## src/rtl/reg_dump_unit.sv

```systemverilog
`timescale 1ns/1ps
// Streams every register of a register file out through a byte-wide
// UART transmitter, least-significant byte first, ascending address.
module reg_dump_unit #(
    parameter int WIDTH         = 32,
    parameter int WIDTH_ADD     = 5,
    parameter int NUM_REGISTERS = 32,
    parameter int BYTE          = 8
) (
    input  logic                 clk,
    input  logic                 reset,
    input  logic                 start,
    output logic [WIDTH_ADD-1:0] reg_addr,
    input  logic [WIDTH-1:0]     reg_data,
    output logic                 tx_start,
    output logic [BYTE-1:0]      tx_data,
    input  logic                 tx_done,
    output logic                 busy,
    output logic                 done
);

    localparam int NBYTES = WIDTH / BYTE;
    localparam int CW     = (NBYTES > 1) ? $clog2(NBYTES) : 1;
    localparam logic [CW-1:0]        LAST_BYTE = CW'(NBYTES - 1);
    localparam logic [WIDTH_ADD-1:0] LAST_ADDR = WIDTH_ADD'(NUM_REGISTERS - 1);

    typedef enum logic [2:0] {
        IDLE,
        LOAD,
        SEND,
        WAIT,
        NEXT,
        FINISH
    } state_t;

    state_t               state_q, state_d;
    logic [WIDTH_ADD-1:0] addr_q, addr_d;
    logic [CW-1:0]        cnt_q, cnt_d;
    logic [CW-1:0]        cnt_inc;
    logic [WIDTH-1:0]     hold_q, hold_d;
    logic [BYTE-1:0]      txd_q, txd_d;
    logic                 txs_q, txs_d;
    logic                 busy_q, busy_d;
    logic                 done_q, done_d;

    assign cnt_inc = cnt_q + CW'(1);

    // tx_start/tx_data are computed one state early so they are registered
    always_comb begin
        state_d = state_q;
        addr_d  = addr_q;
        cnt_d   = cnt_q;
        hold_d  = hold_q;
        txd_d   = txd_q;
        txs_d   = 1'b0;
        busy_d  = busy_q;
        done_d  = 1'b0;
        unique case (state_q)
            IDLE: begin
                if (start) begin
                    addr_d  = '0;
                    cnt_d   = '0;
                    busy_d  = 1'b1;
                    state_d = LOAD;
                end
            end
            LOAD: begin
                hold_d  = reg_data;
                txd_d   = reg_data[BYTE*cnt_q +: BYTE];
                txs_d   = 1'b1;
                state_d = SEND;
            end
            SEND: begin
                state_d = WAIT;
            end
            WAIT: begin
                if (tx_done) begin
                    if (cnt_q == LAST_BYTE) begin
                        cnt_d   = '0;
                        state_d = NEXT;
                    end else begin
                        cnt_d   = cnt_inc;
                        txd_d   = hold_q[BYTE*cnt_inc +: BYTE];
                        txs_d   = 1'b1;
                        state_d = SEND;
                    end
                end
            end
            NEXT: begin
                if (addr_q == LAST_ADDR) begin
                    done_d  = 1'b1;
                    state_d = FINISH;
                end else begin
                    addr_d  = addr_q + WIDTH_ADD'(1);
                    state_d = LOAD;
                end
            end
            FINISH: begin
                busy_d  = 1'b0;
                state_d = IDLE;
            end
            default: begin
                state_d = IDLE;
            end
        endcase
    end

    always_ff @(posedge clk or negedge reset) begin
        if (!reset) begin
            state_q <= IDLE;
            addr_q  <= '0;
            cnt_q   <= '0;
            hold_q  <= '0;
            txd_q   <= '0;
            txs_q   <= 1'b0;
            busy_q  <= 1'b0;
            done_q  <= 1'b0;
        end else begin
            state_q <= state_d;
            addr_q  <= addr_d;
            cnt_q   <= cnt_d;
            hold_q  <= hold_d;
            txd_q   <= txd_d;
            txs_q   <= txs_d;
            busy_q  <= busy_d;
            done_q  <= done_d;
        end
    end

    assign reg_addr = addr_q;
    assign tx_start = txs_q;
    assign tx_data  = txd_q;
    assign busy     = busy_q;
    assign done     = done_q;

endmodule

```

## config.mk

```make
export PLATFORM = sky130hd
export DESIGN_NAME = reg_dump_unit
export DESIGN_NICKNAME = d
export VERILOG_FILES = /design/src/rtl/reg_dump_unit.sv
export SDC_FILE = /design/constraint.sdc
export NUM_CORES = 1
export LEC_CHECK = 0
export BUFFER_PORTS_ARGS = -buffer_cell sky130_fd_sc_hd__buf_2
export CAP_MARGIN = 15
export CORE_MARGIN = 5
export CORE_UTILIZATION = 35
export CTS_BUF_LIST = sky130_fd_sc_hd__clkbuf_8
export CTS_CLUSTER_DIAMETER = 30
export DETAILED_ROUTE_END_ITERATION = 6
export GPL_ROUTABILITY_DRIVEN = 1
export GPL_TIMING_DRIVEN = 0
export PLACE_DENSITY = 0.64
export SLEW_MARGIN = 20
export SYNTH_ARGS = -nofsm -noshare
export SYNTH_HDL_FRONTEND = slang
export SYNTH_SLANG_ARGS = --single-unit
```

## constraint.sdc

```tcl
create_clock -name clk -period 2.3 [get_ports clk]
set_input_delay 0.345 -clock clk [delete_from_list [all_inputs] [get_ports clk]]
set_output_delay 0.345 -clock clk [all_outputs]
set_load 0.01 [all_outputs]
```

# After elaboration in Yosys (flattened, before gate mapping)
# Index checks and enable logic that the tools add are counted.
# classes
n_addsub	2
n_eq_ne	11
shifts	2
mux	22
n_reduce_logical	10
# ops
operator	n
32-bit by 6-bit variable part select with 8-bit output	2
8-bit two-way mux	2
8-bit one-hot mux with 2 select lines	1
3-bit one-hot mux with 5 select lines	1
3-bit two-way mux	4
5-bit two-way mux	2
5-bit one-hot mux with 2 select lines	1
3-bit AND reduction	3
2-bit inequality test (second input constant)	4
2-bit nonzero test	4
3-bit by 2-bit == test with 1-bit output (second input constant)	2
3-bit == test (second input constant)	2
2-bit two-way mux	3
5-bit by 1-bit adder with 5-bit output (second input constant)	1
5-bit == test (second input constant)	1
1-bit two-way mux	5
1-bit one-hot mux with 2 select lines	2
2-bit one-hot mux with 2 select lines	1
2-bit AND reduction	2
3-bit by 1-bit == test with 1-bit output (second input constant)	1
3-bit logical NOT	1
2-bit by 1-bit adder with 2-bit output (second input constant)	1
2-bit == test (second input constant)	1
# word_totals
ff_bits	53
input_bits	36
out_inout_bits	16
elab_cells	55

# Longest topological paths before layout
# Gate-level depths: netlist of the first run.
# logic_depth
word_depth	5
mapped_depth	8
depth_no_buf	7

# Worst setup path after synthesis of the first run
# OpenSTA, ideal clock, no wires.
# synth_path
path_type	register to register
from	reg addr_q[0], in the netlist reg_addr[0]
to	reg addr_q[3], in the netlist reg_addr[3]
setup_ns	0.083
arrival_ns	1.705
required_time_ns	2.217
setup_slack_ns	0.512
path_stages_with_launch	9
cell_sequence	dfrtp_1 > ha_1 > and3_1 > ha_1 > clkbuf_1 > nand4b_1 > nor4_1 > a21oi_1 > o21ai_0
# synth_between
elab_chain_cells	3
# synth_rtl
element	line	source
from (decl)	37	logic [WIDTH_ADD-1:0] addr_q, addr_d;
from (signal assigned)	120	addr_q <= addr_d;
5-bit by 1-bit adder with 5-bit output / 5-bit == test (equally long branches)	94, 90	
5-bit two-way mux / 2-bit inequality test (equally long branches)	--	
5-bit one-hot mux with 2 select lines / 3-bit AND reduction (equally long branches)	--	
# Several ways; a longest one is shown, not always the timed one. The select of a mux whose other input is x is not followed.
# A chain may end at the register's enable or synchronous reset.

# Worst setup path after layout of the first run
# Ends and elaborated chain as after synthesis.

==> key figures, run 1 <==
Run status
  • Status: finished clean

Final layout
  • Share of layout cells above drive strength 1: 45.4%
  • Reg area: 0.00133 sq mm
  • Ant diodes: 0
  • Filler Cell Count: 710
  • Post-Layout Cell Count: 372
  • Net count, final: 311
  • Area delta synth->final: 18.6%
  • Multi-input logic area: 0.00120 sq mm

Setup path
  • R2R Path End: reg_addr[3]$_DFFE_PN0P_
  • Reg2reg start: reg_addr[0]$_DFFE_PN0P_
  • Critical Path RT: 2.52 ns
  • Most frequent CP cell: ha_1
  • CP max FO: 9
  • Kind of critical path: flip-flop to flip-flop
  • Reg2reg path depth: 8
  • Crit end category: flip-flop
  • Slowest-stage cell, CP: dfrtp_1
  • Reg2Reg Setup Slack: 0.33 ns
  • Worst path cell trace: ha_1, and3_1, ha_1, clkbuf_1, nand4b_1, nor4_1, a21oi_1, o21ai_0
  • CP arrival: 2.19 ns
  • Crit-path max cell delay: 0.45 ns
  • Critical path launch point type: flip-flop

Pwr
  • Power Density: 1350 mW/mm^2
  • VDD IR max: 0.494 mV
  • Pleak: 1.45 nW

Global routing
  • Global-route wire length before repair: 10,100 um
  • Number of antenna violations at the first check in global routing: 0
  • Vias in the first global route: 1,919
  • GRT overflow: 0
  • Largest net degree at the start of global routing: 54
  • Total GRT Usage: 13.4%

STA
  • Hold WS: 0.0686 ns
  • Pins over their slew limit: 0
  • Post-route setup slack: 0.331 ns
  • Final period utilization: 85.6%
  • Setup violations, final: 0
  • Final number of hold-violating endpoints: 0
  • Skew final: 0.0120 ns
  • Post-layout minimum cycle time: 1.97 ns
  • RSZ-0062 raised after global routing: false
  • Sum of negative setup slack: 0 ns
  • Relative slew slack: 53.9%
  • Fmax: 508 MHz
  • Tightest Pin Transition: 0.685 ns

Detailed routing
  • 1st-iter DRT viols: 58
  • Vias: 1,844
  • WL/cell: 16.6 um
  • Vias per cell: 4.96
  • Routed WL: 6180 um
  • Drt pass-1 iters: 5
  • Drt drc: 0
  • Final antenna-violating net count: 0

Placed design
  • Placement Setup Slack: 0.359 ns
  • # placed instances: 364
  • GP Congestion: 0.802
  • Detail Placement HPWL: 4380 um
  • PortBufs: 51

Die
  • Core Box Area: 0.00733 sq mm
  • Die Width: 97.4 um
  • FP Rows: 31
  • Initial Util: 36.5%
  • DIE HEIGHT: 97.4 um
  • Die area: 0.00950 sq mm
  • I/O pins: 52

Synth
  • Net Count, Synth: 253
  • Synthesized cell area: 0.00268 sq mm
  • Post-Syn Instances: 214
  • Sequential area share after synthesis: 49.6%
  • Unique masters post-synth: 37
  • Post-synthesis average cell area: 12.5 sq um
  • Warnings, synthesis: 0
  • Yosys reg bits: 53

Min path
  • Path type of the worst min-delay path: input pin to asynchronous set/reset pin

Run
  • Max Cap Viol: 0

Clock network
  • CTS tree: yes
  • Setup repair bufs after CTS: 0
  • Clock root buffer master: clkbuf_8
  • Clock buffer count from CTS: 5
  • Hold buffers post-CTS: 0
  • H-tree levels: 2
  • Maximum buffer depth of the clock tree: 2
  • CTS Sinks: 53
  • PostCTS Resize Cnt: 0
  • Clock slew at reported path FFs: 0.10 ns
  • Worst skew pair latency: 0.30 ns
cells by family (layout without fill, tap and decap cells):
kind of cell	Yosys count	in the layout	share of synthesized area, %
adders and majority gates	3	3	1.40
muxes	56	56	26.6
DFF	53	53	49.6
buffers and inverters	27	86	5.52
and+or+nand+nor	35	35	7.01
AOI/OAI and AO/OA	40	40	9.96
flip-flops by register name (all words and copies together), names as in the netlist:
register,count
reg_addr,5
cnt_q,2
busy,1
state_q,3
done,1
hold_q,32
tx_data,8
tx_start,1
worst max-delay path: cells and delay by family, from the launching register on:
family,cells,cell delay (ns)
adder cells (fa/ha/maj),2,0.42
AND/OR/NAND/NOR,3,0.61
flip-flops,1,0.45
buffers and inverters,1,0.18
AO/OA/AOI/OAI,2,0.24
through the flow:
step | instance area (sq um) | util (%) | total power, mW
finish | 3170 | 43.3 | 4.29
global route | 3170 | 43.3 | 4.60
CTS | 3170 | 43.3 | 4.35
detailed placement | 3060 | 41.7 | 3.70
global placement | 3060 | 41.7 | 3.64
floorplan | 2680 | - | 3.15
area by class of cell:
class,instances,area share [%]
tap,99,3.90
buffer,14,3.12
timing repair buffer,51,8.12
inverter,13,1.54
clock inverter,3,1.46
clock buffer,5,2.17
multi-input combinational,134,37.9
sequential,53,41.8
per-layer routing:
layer	share of wire, %	wire length, um	GRT usage, %	vias up
met3	4.7	291	3.16	5
li1	-	-	-	892
met5	0	0	0	-
met4	1.1	71	4.79	0
met1	46	2860	18.2	899
met2	48	2960	20.9	48
how the worst max path moves through the flow:
stage                                  startpoint                       to  slack (ns)  depth (start not counted)
after floorplan           reg_addr[0]$_DFFE_PN0P_  reg_addr[3]$_DFFE_PN0P_        0.51                          8
after global placement    reg_addr[0]$_DFFE_PN0P_  reg_addr[3]$_DFFE_PN0P_        0.43                          8
after detailed placement  reg_addr[0]$_DFFE_PN0P_  reg_addr[3]$_DFFE_PN0P_        0.36                          8
after CTS                 reg_addr[0]$_DFFE_PN0P_  reg_addr[3]$_DFFE_PN0P_        0.33                          8
after global routing      reg_addr[0]$_DFFE_PN0P_  reg_addr[3]$_DFFE_PN0P_        0.23                          8
final                     reg_addr[0]$_DFFE_PN0P_  reg_addr[3]$_DFFE_PN0P_        0.33                          8
power breakdown:
| part | internal (mW) | leakage [nW] | total (mW) | switching [mW] |
|---|---|---|---|---|
| Clock | 0.326 | 0.0543 | 0.645 | 0.318 |
| Combinational | 1.09 | 0.752 | 2.02 | 0.930 |
| Sequential | 1.37 | 0.641 | 1.62 | 0.252 |
Yosys cell counts (all sizes together):
cell | n | share of area, %
nand4b | 1 | 0.33
nor2 | 10 | 1.4
a21boi | 1 | 0.28
mux2i | 8 | 3.0
a21oi | 3 | 0.56
dfrtp | 53 | 50
a2bb2oi | 1 | 0.56
a22o | 1 | 0.33
nor3 | 2 | 0.37
nor2b | 2 | 0.75
a32oi | 1 | 0.33
mux2 | 40 | 17
nor3b | 1 | 0.70
or4b | 1 | 0.37
o21ai | 20 | 3.9
buf | 12 | 3.4
a31oi | 1 | 0.23
o21bai | 1 | 0.28
mux4 | 8 | 6.7
ha | 3 | 1.4
nor4 | 2 | 0.47
and3 | 2 | 0.47
or3 | 1 | 0.23
a221oi | 8 | 2.6
and2 | 1 | 0.23
a22oi | 1 | 0.28
o2bb2ai | 1 | 0.33
clkbuf | 2 | 0.28
inv | 13 | 1.8
a21o | 1 | 0.28
nand2 | 12 | 1.7
cell usage in the layout, fill, tap and decap left out, types with 2 or more instances in the layout:
master / instances
o21ai_0: 11
clkbuf_8: 5
nor4_1: 2
o21ai_1: 8
mux2i_1: 8
dfrtp_1: 53
a21oi_1: 3
nand2_1: 12
ha_1: 3
a221oi_1: 8
buf_2: 54
nor3_1: 2
mux4_2: 8
clkbuf_1: 2
buf_4: 6
nor2_1: 10
mux2_2: 40
and3_1: 2
buf_6: 3
inv_1: 12
No activity file was read; power rests on OpenSTA's default activity.
==> inputs of run 2 (changes only) <==
--- a/config.mk
+++ b/config.mk
@@ -8,13 +8,14 @@
 export BUFFER_PORTS_ARGS = -buffer_cell sky130_fd_sc_hd__buf_2
 export CAP_MARGIN = 15
 export CORE_MARGIN = 5
-export CORE_UTILIZATION = 35
+export CORE_UTILIZATION = 32
 export CTS_BUF_LIST = sky130_fd_sc_hd__clkbuf_8
 export CTS_CLUSTER_DIAMETER = 30
 export DETAILED_ROUTE_END_ITERATION = 6
 export GPL_ROUTABILITY_DRIVEN = 1
 export GPL_TIMING_DRIVEN = 0
-export PLACE_DENSITY = 0.64
+export PLACE_DENSITY = 0.6
+export RECOVER_POWER = 50
 export SLEW_MARGIN = 20
 export SYNTH_ARGS = -nofsm -noshare
 export SYNTH_HDL_FRONTEND = slang
==> run 2 against run 1 <==
  * Via count rose by 2.6%
  * Register-to-register slack improved by 0.05 ns
  * Clock skew down 0.00074 ns
  * Wire length up 4.3%
  * Largest power group unchanged
==> key figures, run 2 (synthesis gave the netlist of run 1 again) <==
Placed design
  • Post-DP Area: 0.00307 sq mm
  • Detail Placement HPWL: 4610 um
  • GP Congestion: 0.792
  • # placed instances: 370
  • PortBufs: 51

Detailed routing
  • Routed WL: 6440 um
  • Vias per cell: 5.01
  • Vias: 1,892
  • Drt pass-1 iters: 4
  • WL/cell: 17.0 um
  • Drt drc: 0
  • M1 wire length: 3040 um
  • Met2 routed wirelength: 3010 um
  • Metal3 WL: 298 um
  • Max layer used: met4
  • 1st-iter DRT viols: 63
  • Final antenna-violating net count: 0

Setup path
  • CP max FO: 9
  • Crit-path max cell delay: 0.44 ns
  • Critical path launch point type: flip-flop
  • Crit end category: flip-flop
  • Critical Path RT: 2.53 ns
  • Worst path buffer plus inverter count: 1
  • Worst path cell trace: ha_1, and3_1, ha_1, clkbuf_1, nand4b_1, nor4_1, a21oi_1, o21ai_0
  • CP arrival: 2.15 ns
  • CP top delay family: simple AND/OR/NAND/NOR gates
  • Slowest-stage cell, CP: dfrtp_1
  • Kind of critical path: flip-flop to flip-flop
  • Most frequent CP cell: ha_1

Global routing
  • Total GRT Usage: 12.9%
  • GRT overflow: 0
  • Number of antenna violations at the first check in global routing: 0
  • Global-route wire length before repair: 10,200 um
  • Largest net degree at the start of global routing: 54
  • Vias in the first global route: 2,024

Clock network
  • Maximum buffer depth of the clock tree: 2
  • Clock root buffer master: clkbuf_8
  • H-tree levels: 2
  • CTS tree: yes
  • Clock slew at reported path FFs: 0.10 ns
  • PostCTS Resize Cnt: 0
  • Clock buffer count from CTS: 5
  • CTS Sinks: 53
  • Worst skew pair latency: 0.30 ns
  • Setup repair bufs after CTS: 0
  • Hold buffers post-CTS: 0

STA
  • Post-layout minimum cycle time: 1.92 ns
  • Skew final: 0.0113 ns
  • Fmax: 521 MHz
  • Tightest Pin Transition: 1.32 ns
  • Sum of negative setup slack: 0 ns
  • Setup violations, final: 0
  • RSZ-0062 raised after global routing: false
  • Final number of hold-violating endpoints: 0
  • Relative slew slack: 12.2%
  • Hold WS: 0.278 ns
  • Pins over their slew limit: 0
  • Final period utilization: 83.4%

Final layout
  • Reg area: 0.00133 sq mm
  • Post-Layout Cell Count: 378
  • Share of layout cells above drive strength 1: 42.5%
  • Most frequent cells in the layout: dfrtp_1, buf_2, mux2_2, inv_1, nand2_1
  • Most common library cell in the layout ignoring fill and taps: dfrtp_1
  • Area delta synth->final: 17.1%
  • Multi-input logic area: 0.00120 sq mm
  • Top reg by flops: hold_q
  • Max FFs per register: 32
  • Ant diodes: 0
  • Filler Cell Count: 832
  • Post-route cell area: 0.00313 sq mm
  • Net count, final: 311

Pwr
  • Pleak: 1.42 nW
  • Total power: 4.19 mW
  • Power Density: 1340 mW/mm^2
  • VDD IR max: 0.530 mV

Die
  • Initial Util: 32.7%
  • Die Width: 101 um
  • Core Box Area: 0.00818 sq mm
  • Die area: 0.0103 sq mm
  • FP Rows: 33
  • DIE HEIGHT: 101 um
  • I/O pins: 52

Run
  • Max Cap Viol: 0

Run status
  • Status: finished clean

Min path
  • Path type of the worst min-delay path: input pin to flip-flop
-- run 2: final timing paths --
kind / cells after the start / endpoint / slack, ns / startpoint
max: 8 / reg_addr[3]$_DFFE_PN0P_ / 0.38 / reg_addr[0]$_DFFE_PN0P_
min: 2 / hold_q[14]$_DFFE_PN0P_ / 0.28 / reg_data[14]
max reg2reg: 8 / reg_addr[3]$_DFFE_PN0P_ / 0.38 / reg_addr[0]$_DFFE_PN0P_
min reg2reg: 1 / hold_q[17]$_DFFE_PN0P_ / 0.51 / hold_q[17]$_DFFE_PN0P_
max in group asynchronous: 1 / cnt_q[0]$_DFFE_PN0P_ / 1.18 / reset
min in group asynchronous: 1 / reg_addr[2]$_DFFE_PN0P_ / 0.31 / reset
-- run 2: worst register-to-register path: cells and delay by family (launching register included) --
kind	cells	cell delay, ns
simple gates	3	0.62
flops	1	0.44
fa+ha+maj	2	0.41
compound gates	2	0.19
buf+inv	1	0.18
-- run 2: layout make-up --
type                    instances  share of cell area (%)
plain buffers                  14                    2.91
clock buffers                   5                    2.20
clock inverters                 3                   0.559
inverters                      13                    1.56
multi-input cells             134                    38.4
flip-flops and latches         53                    42.3
well taps                     105                    4.19
repair buffers                 51                    7.90
-- run 2: through the flow --
stage / worst slack [ns] / utilization (%)
floorplan: 0.512 / -
global placement: 0.431 / 37.5
detailed placement: 0.413 / 37.5
CTS: 0.387 / 38.6
global route: 0.271 / 38.3
finish: 0.382 / 38.3
-- run 2: per-layer routing --
layer | vias to the layer above | global-route usage, %
li1 | 896 | -
met1 | 933 | 17.8
met2 | 55 | 20.6
met3 | 8 | 2.69
met4 | 0 | 3.99
met5 | - | 0
-- run 2: report_power, final --
| part | internal [mW] | total, mW | switching, mW |
|---|---|---|---|
| clock network | 0.214 | 0.524 | 0.311 |
| logic | 1.08 | 2.04 | 0.959 |
| registers | 1.37 | 1.63 | 0.253 |
==> inputs of run 3 (changes only) <==
--- a/config.mk
+++ b/config.mk
@@ -5,6 +5,7 @@
 export SDC_FILE = /design/constraint.sdc
 export NUM_CORES = 1
 export LEC_CHECK = 0
+export ABC_AREA = 1
 export BUFFER_PORTS_ARGS = -buffer_cell sky130_fd_sc_hd__buf_2
 export CAP_MARGIN = 15
 export CORE_MARGIN = 5
@@ -14,7 +15,7 @@
 export DETAILED_ROUTE_END_ITERATION = 6
 export GPL_ROUTABILITY_DRIVEN = 1
 export GPL_TIMING_DRIVEN = 0
-export PLACE_DENSITY = 0.6
+export PLACE_DENSITY = 0.62
 export RECOVER_POWER = 50
 export SLEW_MARGIN = 20
 export SYNTH_ARGS = -nofsm -noshare
==> constraint.sdc (replaced) <==
create_clock -name clk -period 1.75 [get_ports clk]
set_input_delay 0.2625 -clock clk [delete_from_list [all_inputs] [get_ports clk]]
set_output_delay 0.2625 -clock clk [all_outputs]
set_load 0.01 [all_outputs]
==> run 3 against run 2 <==
  * Register-to-register slack got worse by 0.26 ns
  * Sequential share of layout area fell by 1.6 points
  * Final area up 4.0%
  * Maximum frequency is 18% higher
  * Core utilization down 0.39 points
  * Flip-flop and latch count unchanged
  * Worst hold slack lost 0.057 ns
  * Critical path type unchanged
==> key figures, run 3 <==
Run status
  • Status: finished clean

Synth
  • Synthesized cell area: 0.00277 sq mm
  • Sequential area share after synthesis: 47.8%
  • Post-Synth Adder-Cell Area: 1.35%
  • Yosys top cell by area: dfrtp_1
  • Top_reg_cell synth: dfrtp_1
  • Post-Syn Instances: 383
  • Net Count, Synth: 422
  • Synth top area cells: dfrtp_1, nand2_1, nand3_1, inv_1, a21oi_1
  • Largest family of logic cells by synthesized area: simple AND/OR/NAND/NOR gates
  • Warnings, synthesis: 0
  • Post-synthesis average cell area: 7.24 sq um
  • Simple-gate share of the synthesized area: 33.5%
  • Post-synth EDFFs: 0
  • Mux contribution to synthesized area: 0%
  • Post-synth top cells: nand2_1, nand3_1, dfrtp_1
  • Most numerous cell in the Yosys netlist: nand2_1
  • Async SR Flop Fraction: 100%
  • Synth top area share: 47.8%
  • Yosys reg bits: 53
  • XOR/XNOR share of the synthesized area: 0%
  • Unique masters post-synth: 19
  • Synth Area in Compound Gates: 7.94%

Pwr
  • Power Density: 1700 mW/mm^2
  • Pleak: 1.75 nW
  • Clock power share: 14.6%
  • VDD IR max: 0.646 mV
  • Total power: 5.55 mW
  • Cell-internal power: 3.09 mW
  • Psw: 2.46 mW
  • Combinational group share of total power: 50.0%
  • Seq pwr share: 35.4%
  • Sw Ratio: 44.4%

Die
  • DIE HEIGHT: 103 um
  • I/O pins: 52
  • Core Box Area: 0.00859 sq mm
  • Die Width: 103 um
  • Die area: 0.0106 sq mm
  • FP Rows: 34
  • Initial Util: 32.3%

Final layout
  • Post-route cell area: 0.00326 sq mm
  • Post-layout utilization of the core: 37.9%
  • Area delta synth->final: 17.5%
  • Most frequent cells in the layout: nand2_1, nand3_1, buf_2, dfrtp_1, inv_1
  • Max FFs per register: 32
  • Share of layout cells above drive strength 1: 15.6%
  • Most common library cell in the layout ignoring fill and taps: nand2_1
  • Ant diodes: 0
  • Net count, final: 480
  • Top reg by flops: hold_q

STA
  • Hold WS: 0.221 ns
  • Tightest Pin Transition: 1.33 ns
  • Final period utilization: 92.8%
  • Setup violations, final: 0
  • Sum of negative setup slack: 0 ns
  • Post-layout minimum cycle time: 1.62 ns
  • Relative slew slack: 11.5%
  • Pins over their slew limit: 0
  • RSZ-0062 raised after global routing: false
  • Fmax: 616 MHz
  • Final number of hold-violating endpoints: 0
  • Skew final: 0.00532 ns

Global routing
  • Total GRT Usage: 15.4%
  • GRT overflow: 0
  • Vias in the first global route: 2,556
  • Global-route wire length before repair: 12,600 um
  • Number of antenna violations at the first check in global routing: 0
  • Largest net degree at the start of global routing: 54

Clock network
  • Clock root buffer master: clkbuf_8
  • H-tree levels: 2
  • Worst skew pair latency: 0.31 ns
  • CTS tree: yes
  • Maximum buffer depth of the clock tree: 2
  • CTS Sinks: 53
  • Clock buffer count from CTS: 5
  • Setup repair bufs after CTS: 0
  • Clock slew at reported path FFs: 0.09 ns

Setup path
  • R2R Path End: tx_data[3]$_DFFE_PN0P_
  • Reg2reg start: cnt_q[0]$_DFFE_PN0P_
  • Critical path launch point type: flip-flop
  • Crit path from: cnt_q[0]$_DFFE_PN0P_
  • CP arrival: 1.82 ns
  • Reg2reg path depth: 7
  • Worst setup path end: tx_data[3]$_DFFE_PN0P_
  • Kind of critical path: flip-flop to flip-flop
  • Critical Path RT: 1.95 ns
  • Crit end category: flip-flop
  • CP max FO: 9
  • Reg2Reg Setup Slack: 0.13 ns

Detailed routing
  • Vias: 2,619
  • WL/cell: 13.8 um
  • Vias per cell: 4.77
  • 1st-iter DRT viols: 173
  • Final antenna-violating net count: 0
  • Routed WL: 7600 um
  • Drt pass-1 iters: 5
  • Drt drc: 0

Placed design
  • PortBufs: 51
  • Detail Placement HPWL: 5710 um
  • Post-DP Area: 0.00317 sq mm
  • GP Congestion: 0.990

Run
  • Max Cap Viol: 0

Min path
  • Min-delay src: reg_data[10]
  • Path type of the worst min-delay path: input pin to flip-flop
## run 3: cell types whose count changed after synthesis, moves of 3 or more
cell      change
a221oi_1      -8
mux2_2       -40
nand3_1      +61
mux2i_1       -8
a21oi_1      +30
nand2_1      +99
mux4_2        -8
buf_6         -3
buf_2         +9
nor2_1       +30
buf_4         -5
o21ai_1       -6
inv_1        +35
## run 3: power by group through the flow
stage,clock [mW],combinational (mW),sequential (mW)
after floorplan,0,1.86,2.02
after global placement,0,2.71,1.97
after detailed placement,0,2.77,1.99
after CTS,0.837,2.79,1.96
after global routing,0.871,3.18,2.03
final,0.810,2.78,1.96
## run 3: what timing repair did
action                     CTS  global route
pin swaps                    0             0
gates resized for setup      1             1
hold buffers                 0             0
setup endpoints to repair    1             1
## run 3: per-layer routing
metal	part of all wire (%)	wire length (um)	track usage [%]
met4	1.6	125	4.68
met5	0	0	0
met3	6.3	482	2.77
met2	47	3570	25.3
met1	45	3430	20.6
## run 3: worst max-delay path: stages, from the launching register on
cell and delay [ns]:
dfrtp_1 0.39, ha_1 0.27, buf_2 0.22, clkinv_2 0.19, nand3_1 0.17, nand3_1 0.08, nand3_1 0.12, nand2_1 0.07
## run 3: layout make-up
class / instances / area [sq um]
flip-flops and latches: 53 / 1330
repair buffers: 51 / 245
fillers: 936 / 5330
well taps: 108 / 135
clock buffers: 5 / 68.8
clock inverters: 2 / 35.0
plain buffers: 17 / 81.3
multi-input cells: 265 / 1190
inverters: 48 / 181
## run 3: per-stage QoR
step / setup WS [ns] / instances
after floorplan: 0.315 / 383
after global placement: 0.0238 / 542
after detailed placement: 0.0176 / 542
after CTS: 0.151 / 549
after global routing: 0.0134 / 549
final: 0.127 / 549
## run 3: cells by family (layout without fill, tap and decap cells)
family | after synthesis | count (layout)
compound gates | 44 | 44
fa+ha+maj | 3 | 3
buf+inv | 65 | 123
flops | 53 | 53
simple gates | 218 | 218
## run 3: how the worst min path moves through the flow
stage / to / slack, ns / cells after the start
6_report: hold_q[10]$_DFFE_PN0P_ / 0.22 / 3
3_3_place_gp: hold_q[14]$_DFFE_PN0P_ / 0.49 / 2
5_1_grt: hold_q[26]$_DFFE_PN0P_ / 0.23 / 3
2_1_floorplan: busy$_DFFE_PN0P_ / -0.03 / 0
3_5_place_dp: reg_addr[2]$_DFFE_PN0P_ / 0.35 / 1
4_1_cts: reg_addr[2]$_DFFE_PN0P_ / 0.01 / 1
